## config.mk

```make
export PLATFORM = sky130hd
export DESIGN_NAME = reg_dump_unit
export DESIGN_NICKNAME = d
export VERILOG_FILES = /design/src/rtl/mips32_pkg.sv /design/src/rtl/reg_dump_unit.sv
export SDC_FILE = /design/constraint.sdc
export NUM_CORES = 1
export LEC_CHECK = 0
export ABC_AREA = 1
export CAP_MARGIN = 20
export CORE_UTILIZATION = 47
export DETAILED_ROUTE_END_ITERATION = 8
export PLACE_DENSITY = 0.84
export SLEW_MARGIN = 20
export SYNTH_ARGS = -nofsm -noshare
export SYNTH_HDL_FRONTEND = slang
export SYNTH_SLANG_ARGS = --single-unit
export TNS_END_PERCENT = 20
```

## constraint.sdc

```tcl
create_clock -name clk1 -period 3.3 [get_ports clk1]
set_input_delay 0.495 -clock clk1 [delete_from_list [all_inputs] [get_ports clk1]]
set_output_delay 0.495 -clock clk1 [all_outputs]
set_load 0.02 [all_outputs]
```

## src/rtl/mips32_pkg.sv

```systemverilog
// Shared pipe_MIPS32 register-file dimensions and the register dump FSM state encoding.
package mips32_pkg;

  localparam int DATA_W     = 32;
  localparam int REG_ADDR_W = 5;
  localparam int NUM_REGS   = 32;

  typedef enum logic [1:0] {
    IDLE = 2'd0,
    READ = 2'd1,
    HOLD = 2'd2,
    DONE = 2'd3
  } dump_state_e;

endpackage

```

## src/rtl/reg_dump_unit.sv

```systemverilog
// Streams the halted processor's register file out over valid/ready, one word per READ/HOLD pair.
module reg_dump_unit #(
  parameter int DATA_W     = mips32_pkg::DATA_W,
  parameter int ADDR_W     = mips32_pkg::REG_ADDR_W,
  parameter int DUMP_COUNT = mips32_pkg::NUM_REGS,
  parameter int BASE_REG   = 0
) (
  input  logic              clk1,
  input  logic              reset,
  input  logic              halted,
  output logic [ADDR_W-1:0] rf_rd_addr,
  input  logic [DATA_W-1:0] rf_rd_data,
  output logic              dump_valid,
  input  logic              dump_ready,
  output logic [DATA_W-1:0] dump_data,
  output logic [ADDR_W-1:0] dump_index,
  output logic              dump_last,
  output logic              busy,
  output logic              done
);
  import mips32_pkg::*;

  localparam logic [ADDR_W-1:0] BASE_ADDR = ADDR_W'(BASE_REG);
  localparam logic [ADDR_W-1:0] LAST_IDX  = ADDR_W'(DUMP_COUNT - 1);

  dump_state_e       state_r;
  logic [ADDR_W-1:0] idx_r;
  logic              halted_q_r;
  logic              trigger_s;
  logic              accept_s;

  // Rising-edge detect on halted and handshake qualification
  always_comb begin
    trigger_s = halted & ~halted_q_r;
    accept_s  = dump_valid & dump_ready;
  end

  // halted_q resets high so a processor already halted at reset release is not dumped
  always_ff @(posedge clk1 or posedge reset) begin
    if (reset) begin
      halted_q_r <= 1'b1;
    end else begin
      halted_q_r <= halted;
    end
  end

  // Dump sequencer: the read address is kept registered alongside idx so it never glitches
  always_ff @(posedge clk1 or posedge reset) begin
    if (reset) begin
      state_r    <= IDLE;
      idx_r      <= {ADDR_W{1'b0}};
      rf_rd_addr <= {ADDR_W{1'b0}};
      dump_valid <= 1'b0;
      dump_data  <= {DATA_W{1'b0}};
      dump_index <= {ADDR_W{1'b0}};
      dump_last  <= 1'b0;
      busy       <= 1'b0;
      done       <= 1'b0;
    end else begin
      case (state_r)
        IDLE: begin
          rf_rd_addr <= BASE_ADDR;
          done       <= 1'b0;
          if (trigger_s) begin
            idx_r   <= {ADDR_W{1'b0}};
            busy    <= 1'b1;
            state_r <= READ;
          end else begin
            busy <= 1'b0;
          end
        end
        READ: begin
          dump_data  <= rf_rd_data;
          dump_index <= rf_rd_addr;
          dump_last  <= (idx_r == LAST_IDX);
          dump_valid <= 1'b1;
          state_r    <= HOLD;
        end
        HOLD: begin
          if (accept_s) begin
            dump_valid <= 1'b0;
            dump_last  <= 1'b0;
            if (dump_last) begin
              busy    <= 1'b0;
              done    <= 1'b1;
              state_r <= DONE;
            end else begin
              // Address arithmetic wraps modulo the register count
              idx_r      <= idx_r + ADDR_W'(1);
              rf_rd_addr <= BASE_ADDR + idx_r + ADDR_W'(1);
              state_r    <= READ;
            end
          end
        end
        DONE: begin
          if (!halted) begin
            done       <= 1'b0;
            idx_r      <= {ADDR_W{1'b0}};
            rf_rd_addr <= BASE_ADDR;
            state_r    <= IDLE;
          end
        end
        default: begin
          state_r    <= IDLE;
          idx_r      <= {ADDR_W{1'b0}};
          rf_rd_addr <= BASE_ADDR;
          dump_valid <= 1'b0;
          dump_last  <= 1'b0;
          busy       <= 1'b0;
          done       <= 1'b0;
        end
      endcase
    end
  end

endmodule

```

==> impl_metrics.csv <==
group,metric,value,unit
outcome,status,"finished with violations",
outcome,violations,"design-rule violations",
yosys,yosys.area.top_type,"dfrtp_1",
routing,ant_nets,0,
timing,holdWs,0.483,ns
place,io_buffers,81,
yosys,synth_most_common_cell,"nand2_1",
timing,finalCritPeriodShare,0.563,
global_routing,grt_pass1_wl,8.28,mm
routing,via_count,1886,
worst_setup_path,r2r_end,"done$_DFFE_PP0P_",
worst_setup_path,slowest_delay,0.63,ns
worst_setup_path,r2r-start,"state_r[0]$_DFFE_PP0P_",
yosys,ys_warn_count,0,
worst_setup_path,setup.worst_path.start_class,"flop",
yosys,seq_area_frac_synth,0.607,
worst_setup_path,crit_required,2.80,ns
final_layout,nets,377,
hold_path,hp-start,"dump_index[3]$_DFFE_PP0P_",
routing,first_pass_iters,6,
floorplan,row_count,24,
clocking,tritoncts,"yes",
clocking,root_buffer,"clkbuf_8",
timing,period_minus_slack,1.86,ns
routing,drc,12,
flow_run,maxCapViolCount,0,
worst_setup_path,path_delay_family,"buffers and inverters",
floorplan,dieArea,5020,um2
worst_setup_path,crit_type,"flop to primary output",
timing,timing.final.setup_violations,0,
worst_setup_path,cp_num_buf_inv,1,
timing,hold_viol,0,
final_layout,finalNonFillerCells,391,
clocking,clk_pin_slew,0.09,ns
timing,fin_worst_skew,0.00592,ns
yosys,synthCells,260,
hold_path,min_path_type,"flop to flop",
timing,worst_pin_slew,0.879,ns
clocking,cts-buffers-inserted,5,
yosys,ys_ff_latch,54,
clocking,cts_hold_buf,0,
worst_setup_path,setup.worst_path.end_class,"primary output",
yosys,netlist_top_cells_area,"dfrtp_1, nand2_1, nor2_1, inv_1, buf_6",
timing,drv_slew,0,
yosys,ys_types,19,
floorplan,die_w,70.9,um
worst_setup_path,crit_fanout,5,
floorplan,dieHeight,70.9,um
power_and_ir_drop,p_leak,0.00160,uW
clocking,h-tree-depth,2,
hold_path,hold_path_end,"dump_index[3]$_DFFE_PP0P_",
routing,via_per_inst,4.82,
final_layout,drive_gt1_frac,0.0472,
global_routing,grt_pass1_vias,1873,
global_routing,grt_overflow,0,
place,dpl_worst_slack,1.41,ns
worst_setup_path,cp.arrival,1.36,ns
place,finalWeightedCongestion,0.836,
global_routing,antenna_found_initial,0,
final_layout,seqCellArea,1350,um2
timing,max-slew-margin-rel,0.413,
worst_setup_path,crit_path_cell_trace,"clkdlybuf4s50_1",
clocking,numClockSinks,54,
hold_path,whs_path_depth,2,
routing,drt_iter0_markers,106,
final_layout,fillers,344,
power_and_ir_drop,vdd_drop_max,0.567,mV
worst_setup_path,reg2reg_depth,5,
yosys,async_reset_ff_frac,1.00,
yosys,ys_top_cells_by_count,"nand2_1, dfrtp_1, nor2_1",
worst_setup_path,r2r_slack,1.50,ns
timing,fin_ws,1.44,ns
clocking,cts_buffer_depth,2,
yosys,synth_top_flop_cell,"dfrtp_1",
final_layout,antenna_cells,0,
timing,rsz0062_at_grt,"no",
final_layout,multi_input_area,763,um2
place,place_hpwl,3.40,mm
routing,wl,4.75,mm
floorplan,core-area,4440,um2
yosys,synth_edf_count,0,
power_and_ir_drop,powerDensity,904,nW/um2
timing,fmax,0.538,GHz
final_layout,syn_to_final_growth,40.0,%
routing,post_drt_wl_per_cell,12.2,um
yosys,synth.avg_cell_area,8.58,um2
global_routing,grt_use_total,0.211,
clocking,cts_setup_buffers,0,
global_routing,grt_max_degree,55,
floorplan,start_util,0.502,
clocking,cts_resized,0,
yosys,synth_fp_nets,298,
floorplan,io_pins,82,
worst_setup_path,cp_slowest_cell,"clkdlybuf4s50_1",
yosys,syn_area,2230,um2
clocking,insertion_delay,0.30,ns
place,dp_cells,384,
timing,finalSetupTns,0,ns
yosys,synth_top_area_share,0.595,
kinds of logic after synthesis:
logic type | count (synthesis) | share of synthesized area
flops | 54 | 0.607
fa+ha+maj | 2 | 0.0112
simple gates | 174 | 0.310
buf+inv | 21 | 0.0511
compound gates | 9 | 0.0213
routing by layer:
metal | vias up | share of wire | global-route usage
met5 | - | 0 | 0
met2 | 68 | 0.50 | 0.366
li1 | 941 | - | -
met1 | 870 | 0.43 | 0.259
met3 | 7 | 0.055 | 0.0399
met4 | 0 | 0.019 | 0.0911
worst max-delay path by stage:
stage / from / end / slack, ns / cells past startpoint
after floorplan: reset / busy$_DFFE_PP0P_ / 1.49 / 1
after global placement: reset / dump_data[2]$_DFFE_PP0P_ / 1.46 / 2
after detailed placement: reset / dump_data[6]$_DFFE_PP0P_ / 1.41 / 2
after CTS: dump_last$_DFFE_PP0P_ / dump_last / 1.44 / 1
after global routing: state_r[0]$_DFFE_PP0P_ / done$_DFFE_PP0P_ / 1.32 / 5
final: dump_last$_DFFE_PP0P_ / dump_last / 1.44 / 1
through the flow:
stage                     area [um2]   util  power (uW)
final                           3120  0.702        2820
after global routing            3120  0.702        3040
after CTS                       3120  0.702        2860
after detailed placement        3040  0.683        2500
after global placement          3040  0.683        2460
after floorplan                 2230      -        1930
state kept, by name, indices dropped and copies added, names as in the netlist:
register and count:
busy 1, dump_last 1, state_r 2, halted_q_r 1
rf_rd_addr 5, dump_data 32, dump_index 5, idx_r 5
done 1, dump_valid 1
report_power, final:
group | internal, uW | leakage (uW) | switching, uW
registers | 909 | 0.000687 | 156
clock network | 147 | 0.0000444 | 199
logic | 592 | 0.000867 | 818
cell type report:
| class | count | area share |
|---|---|---|
| clock buffer | 5 | 0.0221 |
| inverter | 12 | 0.0148 |
| multi-input combinational | 185 | 0.245 |
| clock inverter | 2 | 0.00441 |
| timing repair buffer | 81 | 0.260 |
| tap | 52 | 0.0209 |
| sequential | 54 | 0.433 |
cells in the final DEF, fill, tap and decap left out, drive strengths merged:
| master | netlist | final |
|---|---|---|
| nand2 | 152 | 152 |
| clkdlybuf4s50 | 0 | 81 |
| dfrtp | 53 | 53 |
| nor2 | 15 | 15 |
| inv | 12 | 12 |
| o21ai | 6 | 6 |
| nand3 | 5 | 5 |
| clkbuf | 0 | 5 |
| clkinv | 0 | 2 |
| a21oi | 2 | 2 |
| ha | 2 | 2 |
| o21bai | 1 | 1 |
| nand4 | 1 | 1 |
| and3 | 1 | 1 |
| dfstp | 1 | 1 |
Power figures use the tool's default switching activity.
